**src/rtl/bfm_apbtoahb_pkg.sv**
```systemverilog
// Shared types and bus constants for the APB3-to-AHB-Lite bridge.
package bfm_apbtoahb_pkg;

  typedef enum logic [1:0] {
    ST_IDLE = 2'd0,
    ST_ADDR = 2'd1,
    ST_DATA = 2'd2,
    ST_RESP = 2'd3
  } state_t;

  localparam logic [1:0] HTRANS_IDLE   = 2'b00;
  localparam logic [1:0] HTRANS_NONSEQ = 2'b10;
  localparam logic [2:0] HSIZE_WORD    = 3'b010;
  localparam logic [2:0] HBURST_SINGLE = 3'b000;

  // APB address to word-aligned AHB address.
  function automatic logic [31:0] map_addr(input logic [31:0] paddr,
                                           input logic [31:0] mask,
                                           input logic [31:0] base);
    logic [31:0] a;
    a      = (paddr & mask) | base;
    a[1:0] = 2'b00;
    return a;
  endfunction

endpackage

```
**src/rtl/bfm_apbtoahb_if.sv**
```systemverilog
// APB3 completer side and AHB-Lite manager side of the bridge in one bundle.
interface bfm_apbtoahb_if;
  logic        PSEL;
  logic        PENABLE;
  logic        PWRITE;
  logic [31:0] PADDR;
  logic [31:0] PWDATA;
  logic [31:0] PRDATA;
  logic        PREADY;
  logic        PSLVERR;
  logic [31:0] HADDR;
  logic [1:0]  HTRANS;
  logic        HWRITE;
  logic [2:0]  HSIZE;
  logic [2:0]  HBURST;
  logic        HMASTLOCK;
  logic [3:0]  HPROT;
  logic [31:0] HWDATA;
  logic [31:0] HRDATA;
  logic        HREADY;
  logic        HRESP;

  // Bridge side.
  modport slave (
    input  PSEL, PENABLE, PWRITE, PADDR, PWDATA, HRDATA, HREADY, HRESP,
    output PRDATA, PREADY, PSLVERR, HADDR, HTRANS, HWRITE, HSIZE, HBURST,
    output HMASTLOCK, HPROT, HWDATA
  );

  // Environment side: APB requester plus AHB slave.
  modport master (
    output PSEL, PENABLE, PWRITE, PADDR, PWDATA, HRDATA, HREADY, HRESP,
    input  PRDATA, PREADY, PSLVERR, HADDR, HTRANS, HWRITE, HSIZE, HBURST,
    input  HMASTLOCK, HPROT, HWDATA
  );
endinterface

```
**src/rtl/bfm_apbtoahb.sv**
```systemverilog
// APB3 completer to AHB-Lite manager: one single word transfer per APB access,
// APB access phase stretched with PREADY until the AHB data phase completes.
module bfm_apbtoahb
  import bfm_apbtoahb_pkg::*;
#(
  parameter int          TPD       = 1,
  parameter logic [31:0] ADDR_MASK = 32'h0FFF_FFFF,
  parameter logic [31:0] ADDR_BASE = 32'h0000_0000,
  parameter logic [3:0]  HPROT_VAL = 4'b0011
) (
  input logic           HCLK,
  input logic           HRESET,
  bfm_apbtoahb_if.slave bus
);

  state_t      r_state;
  logic [31:0] r_haddr;
  logic [1:0]  r_htrans;
  logic        r_hwrite;
  logic [31:0] r_hwdata;
  logic [31:0] r_prdata;
  logic        r_pready;
  logic        r_pslverr;

  always_ff @(posedge HCLK or posedge HRESET) begin
    if (HRESET) begin
      r_state   <= ST_IDLE;
      r_haddr   <= '0;
      r_htrans  <= HTRANS_IDLE;
      r_hwrite  <= 1'b0;
      r_hwdata  <= '0;
      r_prdata  <= '0;
      r_pready  <= 1'b0;
      r_pslverr <= 1'b0;
    end else begin
      case (r_state)
        ST_IDLE: begin
          if (bus.PSEL && !bus.PENABLE) begin
            r_haddr  <= map_addr(bus.PADDR, ADDR_MASK, ADDR_BASE);
            r_hwrite <= bus.PWRITE;
            r_hwdata <= bus.PWDATA;
            r_htrans <= HTRANS_NONSEQ;
            r_state  <= ST_ADDR;
          end
        end
        ST_ADDR: begin
          if (bus.HREADY) begin
            r_htrans <= HTRANS_IDLE;
            r_state  <= ST_DATA;
          end
        end
        ST_DATA: begin
          // The first cycle of a two-cycle ERROR has HREADY=0 and is just a wait.
          if (bus.HREADY) begin
            if (!r_hwrite && !bus.HRESP) r_prdata <= bus.HRDATA;
            r_pready  <= 1'b1;
            r_pslverr <= bus.HRESP;
            r_state   <= ST_RESP;
          end
        end
        ST_RESP: begin
          r_pready  <= 1'b0;
          r_pslverr <= 1'b0;
          r_state   <= ST_IDLE;
        end
        default: r_state <= ST_IDLE;
      endcase
    end
  end

  assign bus.HADDR     = r_haddr;
  assign bus.HTRANS    = r_htrans;
  assign bus.HWRITE    = r_hwrite;
  assign bus.HWDATA    = r_hwdata;
  assign bus.PRDATA    = r_prdata;
  assign bus.PREADY    = r_pready;
  assign bus.PSLVERR   = r_pslverr;
  assign bus.HSIZE     = HSIZE_WORD;
  assign bus.HBURST    = HBURST_SINGLE;
  assign bus.HMASTLOCK = 1'b0;
  assign bus.HPROT     = HPROT_VAL;

endmodule

```
**src/flat_wrapper.sv**
```systemverilog
// flat-port wrapper written by rule: the top's interface ports become plain ports
module bfm_apbtoahb_flat import bfm_apbtoahb_pkg::*;
#(
  parameter int          TPD       = 1,
  parameter logic [31:0] ADDR_MASK = 32'h0FFF_FFFF,
  parameter logic [31:0] ADDR_BASE = 32'h0000_0000,
  parameter logic [3:0]  HPROT_VAL = 4'b0011
)
  (HCLK, HRESET, bus_PSEL, bus_PENABLE, bus_PWRITE, bus_PADDR, bus_PWDATA, bus_HRDATA, bus_HREADY, bus_HRESP, bus_PRDATA, bus_PREADY, bus_PSLVERR, bus_HADDR, bus_HTRANS, bus_HWRITE, bus_HSIZE, bus_HBURST, bus_HMASTLOCK, bus_HPROT, bus_HWDATA);
  bfm_apbtoahb_if bus_i ();
  input logic HCLK;
  input logic HRESET;
  input wire logic [$bits(bus_i.PSEL)-1:0] bus_PSEL;
  input wire logic [$bits(bus_i.PENABLE)-1:0] bus_PENABLE;
  input wire logic [$bits(bus_i.PWRITE)-1:0] bus_PWRITE;
  input wire logic [$bits(bus_i.PADDR)-1:0] bus_PADDR;
  input wire logic [$bits(bus_i.PWDATA)-1:0] bus_PWDATA;
  input wire logic [$bits(bus_i.HRDATA)-1:0] bus_HRDATA;
  input wire logic [$bits(bus_i.HREADY)-1:0] bus_HREADY;
  input wire logic [$bits(bus_i.HRESP)-1:0] bus_HRESP;
  output wire logic [$bits(bus_i.PRDATA)-1:0] bus_PRDATA;
  output wire logic [$bits(bus_i.PREADY)-1:0] bus_PREADY;
  output wire logic [$bits(bus_i.PSLVERR)-1:0] bus_PSLVERR;
  output wire logic [$bits(bus_i.HADDR)-1:0] bus_HADDR;
  output wire logic [$bits(bus_i.HTRANS)-1:0] bus_HTRANS;
  output wire logic [$bits(bus_i.HWRITE)-1:0] bus_HWRITE;
  output wire logic [$bits(bus_i.HSIZE)-1:0] bus_HSIZE;
  output wire logic [$bits(bus_i.HBURST)-1:0] bus_HBURST;
  output wire logic [$bits(bus_i.HMASTLOCK)-1:0] bus_HMASTLOCK;
  output wire logic [$bits(bus_i.HPROT)-1:0] bus_HPROT;
  output wire logic [$bits(bus_i.HWDATA)-1:0] bus_HWDATA;
  assign bus_i.PSEL = bus_PSEL;
  assign bus_i.PENABLE = bus_PENABLE;
  assign bus_i.PWRITE = bus_PWRITE;
  assign bus_i.PADDR = bus_PADDR;
  assign bus_i.PWDATA = bus_PWDATA;
  assign bus_i.HRDATA = bus_HRDATA;
  assign bus_i.HREADY = bus_HREADY;
  assign bus_i.HRESP = bus_HRESP;
  assign bus_PRDATA = bus_i.PRDATA;
  assign bus_PREADY = bus_i.PREADY;
  assign bus_PSLVERR = bus_i.PSLVERR;
  assign bus_HADDR = bus_i.HADDR;
  assign bus_HTRANS = bus_i.HTRANS;
  assign bus_HWRITE = bus_i.HWRITE;
  assign bus_HSIZE = bus_i.HSIZE;
  assign bus_HBURST = bus_i.HBURST;
  assign bus_HMASTLOCK = bus_i.HMASTLOCK;
  assign bus_HPROT = bus_i.HPROT;
  assign bus_HWDATA = bus_i.HWDATA;
  bfm_apbtoahb #(.TPD(TPD), .ADDR_MASK(ADDR_MASK), .ADDR_BASE(ADDR_BASE), .HPROT_VAL(HPROT_VAL)) u_core (.HCLK(HCLK), .HRESET(HRESET), .bus(bus_i));
endmodule
```
**config.mk**
```make
export PLATFORM = sky130hd
export DESIGN_NAME = bfm_apbtoahb_flat
export DESIGN_NICKNAME = d
export VERILOG_FILES = /design/src/rtl/bfm_apbtoahb_pkg.sv /design/src/rtl/bfm_apbtoahb_if.sv /design/src/rtl/bfm_apbtoahb.sv /design/src/flat_wrapper.sv
export SDC_FILE = /design/constraint.sdc
export NUM_CORES = 1
export LEC_CHECK = 0
export CAP_MARGIN = 30
export CORE_UTILIZATION = 42
export DETAILED_ROUTE_END_ITERATION = 12
export PLACE_DENSITY = 0.93
export SLEW_MARGIN = 20
export SYNTH_ARGS = -nofsm -noshare
export SYNTH_HDL_FRONTEND = slang
export SYNTH_SLANG_ARGS = --single-unit
```
**constraint.sdc**
```tcl
create_clock -name HCLK -period 7.02 [get_ports HCLK]
set_input_delay 1.053 -clock HCLK [delete_from_list [all_inputs] [get_ports HCLK]]
set_output_delay 1.053 -clock HCLK [all_outputs]
set_load 0.02 [all_outputs]
```
# ---- Word level (Yosys, flattened, before mapping)
# Cells that the tools add are included.
# W data, S select, Z words.
dict set report classes {
  mux 11
  reduce_logical 13
  n_eq_ne 6
}
# cell count
set op_table {}
lappend op_table {{$mux W2} 5}
lappend op_table {{$reduce_and A3 Y1} 3}
lappend op_table {{$pmux W2 S4} 1}
lappend op_table {{$eq A2 B2 Y1 const B} 2}
lappend op_table {{$ne A2 B2 Y1 const B} 2}
lappend op_table {{$pmux W1 S2} 2}
lappend op_table {{$pmux W2 S2} 1}
lappend op_table {{$reduce_and A2 Y1} 2}
lappend op_table {{$reduce_bool A2 Y1} 2}
lappend op_table {{$logic_not A1 Y1} 3}
lappend op_table {{$eq A2 B1 Y1 const B} 1}
lappend op_table {{$logic_and A1 B1 Y1} 2}
lappend op_table {{$logic_not A2 Y1} 1}
lappend op_table {{$mux W1} 2}
lappend op_table {{$ne A2 B1 Y1 const B} 1}
dict set report word_totals {
  ff_bits 97
  input_bits 103
  word_cells 38
  out_inout_bits 112
}

# ---- Depth between registers and ports, before layout
# Gate-level depths: netlist of run 1.
dict set report logic_depth {
  depth_word 4
  ltp_mapped 6
  depth_no_buf 5
}

# ---- Worst setup path before layout of run 1
# Ideal clock, no wire load.
dict set report synth_path {
  path_type {input-to-reg}
  from {in bus_PENABLE}
  to {reg u_core.r_haddr[18], in the netlist u_core.bus.HADDR[18]}
  arrival_ps 1836
  slack_ps 5060
  stages 4
  n_path_buf 2
  setup_ps 125
  path_cell_list {nand3b_1 buf_4 buf_6 mux2_2}
}
dict set report synth_between {
  elab_chain_cells 3
}
# item line_no
set synth_lines {}
lappend synth_lines {{from (decl)} flat_wrapper.sv:14} ;# input wire logic [$bits(bus_i.PENABLE)-1:0] bus_PENABLE;
lappend synth_lines {{$logic_not A1 Y1} bfm_apbtoahb.sv:38} ;# if (bus.PSEL && !bus.PENABLE) begin
lappend synth_lines {{$logic_and A1 B1 Y1} bfm_apbtoahb.sv:38}
lappend synth_lines {{$reduce_and A2 Y1 (no line)} --}
lappend synth_lines {{to (signal assigned)} bfm_apbtoahb.sv:39} ;# r_haddr <= map_addr(bus.PADDR, ADDR_MASK, ADDR_BASE);
lappend synth_lines {{to (decl)} bfm_apbtoahb.sv:17} ;# logic [31:0] r_haddr;
# No other way between the ends.
# A chain may end at the register's enable or synchronous reset.

# ---- Worst setup path after layout of run 1
dict set report layout_path {
  from {in bus_PENABLE}
  to {reg u_core.r_haddr[3], in the netlist u_core.bus.HADDR[3]}
}
# Same word-level chain as after synthesis.

==> impl_results.md, run 1 <==
- Status: complete, but fails checks
- Failing checks: DRC
- Period utilisation layout: 40.5%
- Post-synth top area share: 62.4%
- Async set-or-reset flop fraction in the synthesized netlist: 100%
- Met2 GRT Util: 34.4%
- Fmax: 352 MHz
- Slew Limit Headroom: 49.9%
- Hpwl dp: 6600 um
- Global-route wire length before repair: 13800 um
- Largest net degree at the start of global routing: 62
- Crit. End Element: flip-flop
- Mean post-synth cell area: 15.8 um2
- List of most frequent post-synthesis cells: dfrtp_1, mux2_2, buf_4
- Pwr/cell area: 458 nW/um2
- Share of layout cells above drive strength 1: 24.5%
- Met1 Use GR: 20.8%
- Synth unique cells: 24
- Post-synthesis sequential element count: 96
- Clk buf depth: 2
- Post-route DRC: 36
- WP data required: 7250 ps
- Initial antenna violation count: 0
- Top-count cell post-synth: dfrtp_1
- WS Path Type: in -> reg
- VDD IR max: 0.000251 V
- Drt first pass iters: 8
- Predominant post-synthesis flop cell: dfrtp_1
- EDFF count, synth: 0
- Port bufs: 190
- Synth Warn #: 0
- Num rows: 34
- Top Ports: 215
- CTS Root Cell: clkbuf_8
- CTS resizes: 0
- CP Launch Type: primary input
- Slew @ Worst Pin: 751 ps
- Final Max Tran Viols: 0
- DIE AREA: 9550 um2
- Final RePlAce weighted congestion: 0.703
- HP Class: reg -> reg
- Via-to-Cell Ratio: 4.73
- Starting Density: 43.7%
- Cells after Synth: 244
- Via count: 2598
- Largest cells by area after synthesis: dfrtp_1, mux2_2, buf_4, ha_1, buf_6
- WL/cell: 15.8 um
- Critical path arrival: 3070 ps
- Min cycle time layout: 2840 ps
- Clock Latency Late Sink: 340 ps
- Setup repair after global routing missed its margin: no
- 1st-iter DRT viols: 87
- Sequential area share after synthesis: 62.4%
- Clock sink count: 96
- Post-Syn Area: 3850 um2
- CTS tree: done
- Ant diodes: 0
- Hold buffer count at cts: 0
- Die width: 97.7 um
- Grt total ovfl: 0
- Routed WL: 8660 um
- ANT nets after route: 0
- Synth area leader: dfrtp_1
- Layout Nets: 544
- Finish-stage setup viols: 0
- Postcts setup bufs: 0
- All-layer global routing usage: 18.6%
- Met3 GRT Util: 5.30%
- Post-layout util: 67.8%
- Busiest grt layer: met2
- Clk_skew: 9.00 ps
- Hold Fails Final Rpt: 0
- Core area: 8810 um2
- H-tree Lvls: 3
- TNS Setup: 0 ps
- Synth-to-layout area growth: 55.1%
- Lkg Pwr: 2.56 nW
- Max_cap viols: 0
- Clock slew at reported path FFs: 80 ps
- Die Ht: 97.7 um
- Vias in the first global route: 2874
- Crit Path Max Fanout: 50
- Cts bufs inserted: 9
[layout by cell type, fill, tap and decap left out, types with 2 or more instances in the layout]
cell	Yosys	routed
clkdlybuf4s50_1	0	190
dfrtp_1	96	96
mux2_2	88	88
conb_1	2	18
clkbuf_8	0	9
mux2_1	4	4
ha_1	4	4
inv_1	4	3
nand2_1	3	3
buf_4	19	3
clkinv_2	0	2
and2b_1	2	2
o21ai_0	2	2
bufinv_16	0	2
[report_power, final]
group          switching, W  total [W]  internal, W
sequential         0.000143   0.000974     0.000830
clock              0.000185   0.000385     0.000200
combinational      0.000630    0.00138     0.000749
total              0.000958    0.00274      0.00178
[state kept, by name (all words and copies together) (netlist names)]
name,flops
u_core.bus.HWDATA,32
u_core.bus.PRDATA,32
u_core.bus.HADDR,26
u_core.r_state,2
u_core.bus.HTRANS,1
u_core.bus.HWRITE,1
u_core.bus.PREADY,1
u_core.bus.PSLVERR,1
[cell families after synthesis]
kind of cell	after synthesis	synth area share, %
buffers and inverters	31	5.78
other	2	0.195
AND/OR/NAND/NOR	11	1.89
flip-flops	96	62.4
multiplexers	93	27.2
AO/OA/AOI/OAI	7	1.27
adder cells (fa/ha/maj)	4	1.30
[critical path, stage by stage]
cell and delay [ps]:
clkdlybuf4s50_1 460, nand3b_1 470, buf_4 630, mux2_2 410
[worst paths after layout]
check,from,endpoint,slack (ps),depth (start not counted)
max reg2reg,u_core.r_state[0]$_DFFE_PP0P_,u_core.bus.HADDR[3]$_DFFE_PP0P_,4610,5
min in group asynchronous,HRESET,u_core.bus.PRDATA[2]$_DFFE_PP0P_,1090,2
max,bus_PENABLE,u_core.bus.HADDR[3]$_DFFE_PP0P_,4180,4
max in group asynchronous,HRESET,u_core.bus.HADDR[21]$_DFFE_PP0P_,4750,3
min reg2reg,u_core.bus.PRDATA[26]$_DFFE_PP0P_,u_core.bus.PRDATA[26]$_DFFE_PP0P_,490,1
min,u_core.bus.PRDATA[26]$_DFFE_PP0P_,u_core.bus.PRDATA[26]$_DFFE_PP0P_,490,1
[per-layer routing]
metal / share of wire, % / routed length, um / up-vias
li1: - / - / 1190
met1: 38 / 3300 / 1266
met2: 53 / 4600 / 133
met3: 7.6 / 658 / 9
met4: 1.1 / 99 / 0
met5: 0 / 0 / -
[per-stage QoR]
stage	hold WS (ps)	cell area (um2)	setup slack, ps	total power, W	cells
global placement	468	5760	3860	0.00233	534
finish	491	5970	4180	0.00274	549
global route	523	5970	4080	0.00288	549
floorplan	528	3910	3460	0.00169	260
CTS	494	5970	4150	0.00277	549
detailed placement	474	5760	3780	0.00238	534
[layout make-up]
type                       count  area, um2
clock buffer                  10        128
clock inverter                 5       81.3
fill                         639       2830
inverter                       4       16.3
multi-input combinational    133       1280
sequential                    96       2400
tap                          108        135
timing repair buffer         193       1920
No activity file was read; power rests on OpenSTA's default activity.
==> run 2: changes to the inputs <==
- CORE_UTILIZATION: 42 -> 35
- PLACE_DENSITY: 0.93 -> 0.83
- clock period: 7.02 -> 2.35 ns (I/O delays scaled with it)
==> run 2 against run 1 <==
The run now ends clean; global-route usage fell by 3.3 points; sequential power rose to 3.0 times the previous value; combinational power rose to 3.0 times the previous value; utilization fell by 9.9 points; clock power rose to 3.2 times the previous value; power rose to 3.0 times the previous value; sequential share of layout area fell by 0.76 points; flip-flop and latch count did not move; die area rose by 20%; critical endpoint is now u_core.bus.PRDATA[15]$_DFFE_PP0P_.
==> impl_results.md, run 2 (same netlist as run 1, synthesis figures left out) <==
- CTS resizes: 0 (unchanged)
- Share of layout cells above drive strength 1: 25.2% (was 24.5%)
- Reg power frac: 35.3% (was 35.6%)
- Final RePlAce weighted congestion: 0.704 (was 0.703)
- VDD IR max: 0.000716 V (was 0.000251 V)
- Post-layout util: 57.9% (was 67.8%)
- Postcts setup bufs: 0 (unchanged)
- Largest net degree at the start of global routing: 97 (was 62)
- Via count: 2606 (was 2598)
- Drt first pass iters: 3 (was 8)
- Grt total ovfl: 0 (unchanged)
- Final instance count without filler cells: 580 (was 549)
- Max_cap viols: 0 (unchanged)
- CP Launch Type: flip-flop (was primary input)
- Met1 Use GR: 16.8% (was 20.8%)
- Sw frac: 34.5% (was 35.0%)
- DP Area: 5850 um2 (was 5760 um2)
- ANT nets after route: 0 (unchanged)
- Num rows: 37 (was 34)
- Commonest cells after routing, fill and taps aside: clkdlybuf4s50_1, dfrtp_1, mux2_2 (unchanged)
- Port bufs: 190 (unchanged)
- Top Ports: 215 (unchanged)
- Global-route wire length before repair: 13400 um (was 13800 um)
- 1st-iter DRT viols: 57 (was 87)
- Min cycle time layout: 1830 ps
- Commonest non-fill, non-tap cell in the layout: clkdlybuf4s50_1 (unchanged)
- Crit Path Max Fanout: 32 (was 50)
- Hold Fails Final Rpt: 0 (unchanged)
- Crit-path max cell delay: 440 ps (was 630 ps)
- HP Class: in -> async (was reg -> reg)
- Critical path arrival: 2060 ps (was 3070 ps)
- WL/cell: 14.7 um (was 15.8 um)
- Layout Nets: 546 (was 544)
- Lkg Pwr: 2.60 nW (was 2.56 nW)
- Starting Density: 36.6% (was 43.7%)
- Fmax: 546 MHz
- Crit path max-delay family: flip-flops (was buffers and inverters)
- Cts bufs inserted: 9 (unchanged)
- Die Ht: 107 um (was 97.7 um)
- Hpwl dp: 6390 um (was 6600 um)
- Met2 GRT Util: 27.2% (was 34.4%)
- Final Max Tran Viols: 0 (unchanged)
- CTS Root Cell: clkbuf_8 (unchanged)
- Clock power share: 15.0% (was 14.1%)
- Clock sink count: 96 (unchanged)
- WS Path Type: reg -> reg (was in -> reg)
- Clock Latency Late Sink: 350 ps (was 340 ps)
- CTS tree: done (unchanged)
- Met3 GRT Util: 5.17% (was 5.30%)
- Vias in the first global route: 2777 (was 2874)
- Clk_skew: 7.39 ps (was 9.00 ps)
- NetSw: 0.00286 W (was 0.000958 W)
- DP Cell Count: 564 (was 534)
- WP data required: 2580 ps (was 7250 ps)
- Post-Layout Inst Area: 6090 um2 (was 5970 um2)
- DIE AREA: 11400 um2 (was 9550 um2)
- Cell chain of the critical path: inv_1 -> ha_1 -> nand2_2 -> nor3_4 -> buf_12 -> mux2_2 (was clkdlybuf4s50_1 -> nand3b_1 -> buf_4 -> mux2_2)
- Routed WL: 8530 um (was 8660 um)
- Hold buffer count at cts: 0 (unchanged)
- Clock slew at reported path FFs: 90 ps (was 80 ps)
- CP max stage cell: dfrtp_1 (was buf_4)
- Internal Pwr Total: 0.00544 W (was 0.00178 W)
- Initial antenna violation count: 0 (unchanged)
- Core area: 10500 um2 (was 8810 um2)
- Die width: 107 um (was 97.7 um)
- Setup repair after global routing missed its margin: no (unchanged)
- Worst Path Buf+Inv: 2 (unchanged)
- H-tree Lvls: 3 (unchanged)
- Via-to-Cell Ratio: 4.49 (was 4.73)
- Period utilisation layout: 77.9%
- Synth-to-layout area growth: 58.1% (was 55.1%)
- TNS Setup: 0 ps (unchanged)
- Tot Pwr: 0.00830 W (was 0.00274 W)
- Finish-stage setup viols: 0 (unchanged)
- Crit. End Element: flip-flop (unchanged)
- Combinational fraction of design power: 49.7% (was 50.4%)
- Pwr/cell area: 1360 nW/um2 (was 458 nW/um2)
- All-layer global routing usage: 15.4% (was 18.6%)
- Status: completed (was complete, but fails checks)
- Busiest grt layer: met2 (unchanged)
- Ant diodes: 0 (unchanged)
- Clk buf depth: 2 (unchanged)
- Filler cells: 853 (was 639)
- Post-route DRC: 0 (was 36)
## run 2: cell count changes in the layout (fill, tap and decap cells not counted)
| cell | previous run | this run |
|---|---|---|
| clkbuf_1 | 1 | 0 |
| bufinv_16 | 2 | 3 |
| buf_12 | 0 | 3 |
| inv_6 | 1 | 0 |
| clkinv_2 | 2 | 4 |
| buf_4 | 3 | 2 |
## run 2: area by class of cell
class | count | area (um2) | share of cell area, %
clock buffers | 9 | 124 | 2.03
clock inverters | 7 | 110 | 1.81
inverters | 4 | 18.8 | 0.308
multi-input cells | 133 | 1280 | 21.1
flip-flops and latches | 96 | 2400 | 39.5
well taps | 136 | 170 | 2.80
repair buffers | 195 | 1980 | 32.5
## run 2: routing by layer
layer | vias to the layer above | share of wire, %
li1 | 1200 | -
met1 | 1264 | 39
met2 | 134 | 50
met3 | 8 | 9.5
met4 | 0 | 1.3
met5 | - | 0
## run 2: power groups by stage
stage          combinational, W  sequential [W]  clock [W]
6_report                0.00413         0.00293    0.00124
5_1_grt                 0.00436         0.00304    0.00135
4_1_cts                 0.00418         0.00294    0.00129
3_5_place_dp            0.00417         0.00297          0
3_3_place_gp            0.00408         0.00289          0
2_1_floorplan           0.00111         0.00393          0
## run 2: worst paths after layout
path,startpoint,to,slack (ps),cells after the start
min in group HCLK,u_core.bus.PRDATA[24]$_DFFE_PP0P_,u_core.bus.PRDATA[24]$_DFFE_PP0P_,490,1
max reg2reg,u_core.r_state[0]$_DFFE_PP0P_,u_core.bus.PRDATA[15]$_DFFE_PP0P_,520,6
max,u_core.r_state[0]$_DFFE_PP0P_,u_core.bus.PRDATA[15]$_DFFE_PP0P_,520,6
min,HRESET,u_core.bus.HADDR[19]$_DFFE_PP0P_,480,3
min reg2reg,u_core.bus.PRDATA[24]$_DFFE_PP0P_,u_core.bus.PRDATA[24]$_DFFE_PP0P_,490,1
max in group asynchronous,HRESET,u_core.bus.HWDATA[9]$_DFFE_PP0P_,1490,3
## run 2: per-stage QoR
step / hold slack (ps) / worst slack, ps
final: 483 / 519
after global routing: 527 / 444
after CTS: 495 / 522
after detailed placement: 476 / 516
after global placement: 468 / 537
after floorplan: 487 / 702
## run 2: tightest hold or removal path: cells and delay by family
| family | cells | cell delay [ps] |
|---|---|---|
| buffers and inverters | 3 | 930 |
==> run 3: changes to the inputs <==
- CORE_UTILIZATION: 35 -> 39
- PLACE_DENSITY: 0.83 -> 0.87
- clock period: 2.35 -> 1.9 ns (I/O delays scaled with it)
==> run 3 against run 2 <==
Via count is 0.61% higher; flip-flop and latch count stayed put; clock skew is 3.7 ps higher; first-iteration DRC count is 33% lower; utilization is 6.5 points higher; power is 23% higher; wire length is 1.5% higher; sequential share of layout area is 0.14 points higher; critical endpoint is now u_core.bus.PRDATA[29]$_DFFE_PP0P_.
==> impl_results.md, run 3 (same netlist as run 1, synthesis figures left out) <==
- Status: completed (unchanged)
- WS Path Type: reg -> reg (unchanged)
- Clk buf depth: 2 (unchanged)
- Share of layout cells above drive strength 1: 25.3% (was 25.2%)
- WP data required: 2120 ps (was 2580 ps)
- Die width: 101 um (was 107 um)
- Pwr/cell area: 1680 nW/um2 (was 1360 nW/um2)
- Multi-input logic area: 1290 um2 (was 1280 um2)
- Port bufs: 190 (unchanged)
- CP max stage cell: dfrtp_1 (unchanged)
- Hold Fails Final Rpt: 0 (unchanged)
- Filler cells: 713 (was 853)
- Slew Limit Headroom: 66.5%
- Crit-path max cell delay: 420 ps (was 440 ps)
- Critical path arrival: 1950 ps (was 2060 ps)
- Die Ht: 101 um (was 107 um)
- Routed WL: 8660 um (was 8530 um)
- 1st-iter DRT viols: 38 (was 57)
- Register Area: 2400 um2 (unchanged)
- Final RePlAce weighted congestion: 0.663 (was 0.704)
- Vias in the first global route: 2862 (was 2777)
- CTS Root Cell: clkbuf_8 (unchanged)
- Tot Pwr: 0.0102 W (was 0.00830 W)
- Max_cap viols: 0 (unchanged)
- Met3 routed WL: 827 um (was 807 um)
- Post-layout util: 64.4% (was 57.9%)
- WL met2: 4460 um (was 4290 um)
- Clock sink count: 96 (unchanged)
- Crit. End Element: flip-flop (unchanged)
- WL/cell: 15.1 um (was 14.7 um)
- Hpwl dp: 6550 um (was 6390 um)
- Final Max Tran Viols: 0 (unchanged)
- VDD IR max: 0.000801 V (was 0.000716 V)
- Slew @ Worst Pin: 502 ps
- Period utilisation layout: 91.2% (was 77.9%)
- TNS Setup: 0 ps (unchanged)
- Critical R2R Launch: u_core.r_state[0]$_DFFE_PP0P_ (unchanged)
- Global-route wire length before repair: 13700 um (was 13400 um)
- Initial antenna violation count: 0 (unchanged)
- CP Launch Type: flip-flop (unchanged)
- Grt total ovfl: 0 (unchanged)
- Reg-to-Reg End: u_core.bus.PRDATA[29]$_DFFE_PP0P_ (was u_core.bus.PRDATA[15]$_DFFE_PP0P_)
- Commonest non-fill, non-tap cell in the layout: clkdlybuf4s50_1 (unchanged)
- H-tree Lvls: 3 (unchanged)
- Via-to-Cell Ratio: 4.58 (was 4.49)
- Num rows: 35 (was 37)
- Met1 WL: 3220 um (was 3320 um)
- Via count: 2622 (was 2606)
- Ant diodes: 0 (unchanged)
- Cts bufs inserted: 9 (unchanged)
- ANT nets after route: 0 (unchanged)
- Crit Path Max Fanout: 32 (unchanged)
- Starting Density: 40.9% (was 36.6%)
- Min cycle time layout: 1730 ps (was 1830 ps)
- Clock Latency Late Sink: 340 ps (was 350 ps)
- R2R depth: 6 (unchanged)
- All-layer global routing usage: 17.5% (was 15.4%)
- HP Class: in -> async (unchanged)
- Top Layer Used: met4 (unchanged)
- Synth-to-layout area growth: 57.6% (was 58.1%)
- Cell chain of the critical path: inv_1 -> ha_2 -> nand2_2 -> nor3_4 -> buf_12 -> mux2_2 (was inv_1 -> ha_1 -> nand2_2 -> nor3_4 -> buf_12 -> mux2_2)
- Finish-stage setup viols: 0 (unchanged)
- Largest net degree at the start of global routing: 97 (unchanged)
- Layout Nets: 546 (unchanged)
- Fmax: 577 MHz (was 546 MHz)
- Core area: 9420 um2 (was 10500 um2)
- Top Ports: 215 (unchanged)
- Clk_skew: 11.1 ps (was 7.39 ps)
- DIE AREA: 10300 um2 (was 11400 um2)
- Drt first pass iters: 4 (was 3)
- Setup repair after global routing missed its margin: no (unchanged)
- Clock slew at reported path FFs: 90 ps (about the same)
- R2r setup slk: 170 ps (was 520 ps)
- CTS tree: done (unchanged)
- Commonest cells after routing, fill and taps aside: clkdlybuf4s50_1, dfrtp_1, mux2_2 (unchanged)
- Lkg Pwr: 2.59 nW (was 2.60 nW)
- Post-route DRC: 0 (unchanged)
-- run 3: cell count changes in the layout (fill, tap and decap cells not counted), sizes merged --
| cell | delta |
|---|---|
| clkbuf | +1 |
| clkinvlp | +1 |
| bufinv | -1 |
| clkinv | -2 |
-- run 3: layout make-up --
| class | count | share of cell area, % |
|---|---|---|
| Sequential cell | 96 | 39.6 |
| Timing Repair Buffer | 195 | 32.6 |
| Multi-Input combinational cell | 133 | 21.2 |
| Tap cell | 129 | 2.66 |
| Clock buffer | 10 | 2.27 |
| Clock inverter | 5 | 1.34 |
| Inverter | 4 | 0.309 |
-- run 3: layer usage --
metal / track usage [%] / vias to the layer above
met1: 19.6 / 1279
li1: - / 1193
met5: 0 / -
met2: 30.1 / 136
met3: 6.49 / 14
met4: 7.13 / 0
-- run 3: metrics by stage --
step | cell area [um2] | worst slack [ps] | hold WS [ps] | cells
after floorplan | 3910 | 252 | 420 | 260
after CTS | 6060 | 93.8 | 448 | 572
after global routing | 6070 | 67.8 | 494 | 572
final | 6070 | 167 | 443 | 572
after detailed placement | 5840 | 118 | 475 | 557
after global placement | 5840 | 200 | 468 | 557
-- run 3: power breakdown --
group	total [W]	internal [W]	switching, W
registers	0.00361	0.00307	0.000540
logic	0.00511	0.00279	0.00232
clock network	0.00145	0.000771	0.000675
-- run 3: what timing repair did --
| action | 4_1_cts | 5_1_grt |
|---|---|---|
| hold buffers | 0 | 0 |
| setup buffers | 0 | 0 |
| resized for setup | 0 | 1 |
| endpoints found under the setup margin | 0 | 10 |
-- run 3: worst max path at each step --
stage / startpoint / slack [ps] / depth (start not counted) / to
floorplan: u_core.r_state[0]$_DFFE_PP0P_ / 250 / 6 / u_core.bus.PRDATA[0]$_DFFE_PP0P_
global placement: bus_HREADY / 200 / 5 / u_core.bus.PRDATA[12]$_DFFE_PP0P_
detailed placement: u_core.r_state[0]$_DFFE_PP0P_ / 120 / 6 / u_core.bus.PRDATA[3]$_DFFE_PP0P_
CTS: u_core.r_state[0]$_DFFE_PP0P_ / 90 / 6 / u_core.bus.PRDATA[3]$_DFFE_PP0P_
global route: u_core.r_state[0]$_DFFE_PP0P_ / 70 / 6 / u_core.bus.PRDATA[18]$_DFFE_PP0P_
finish: u_core.r_state[0]$_DFFE_PP0P_ / 170 / 6 / u_core.bus.PRDATA[29]$_DFFE_PP0P_
-- run 3: critical path, delay by kind of cell, from the launching register on --
kind          cells  cell delay [ps]
fa+ha+maj         1              250
simple gates      2              240
buf+inv           2              330
mux               1              360
flops             1              420
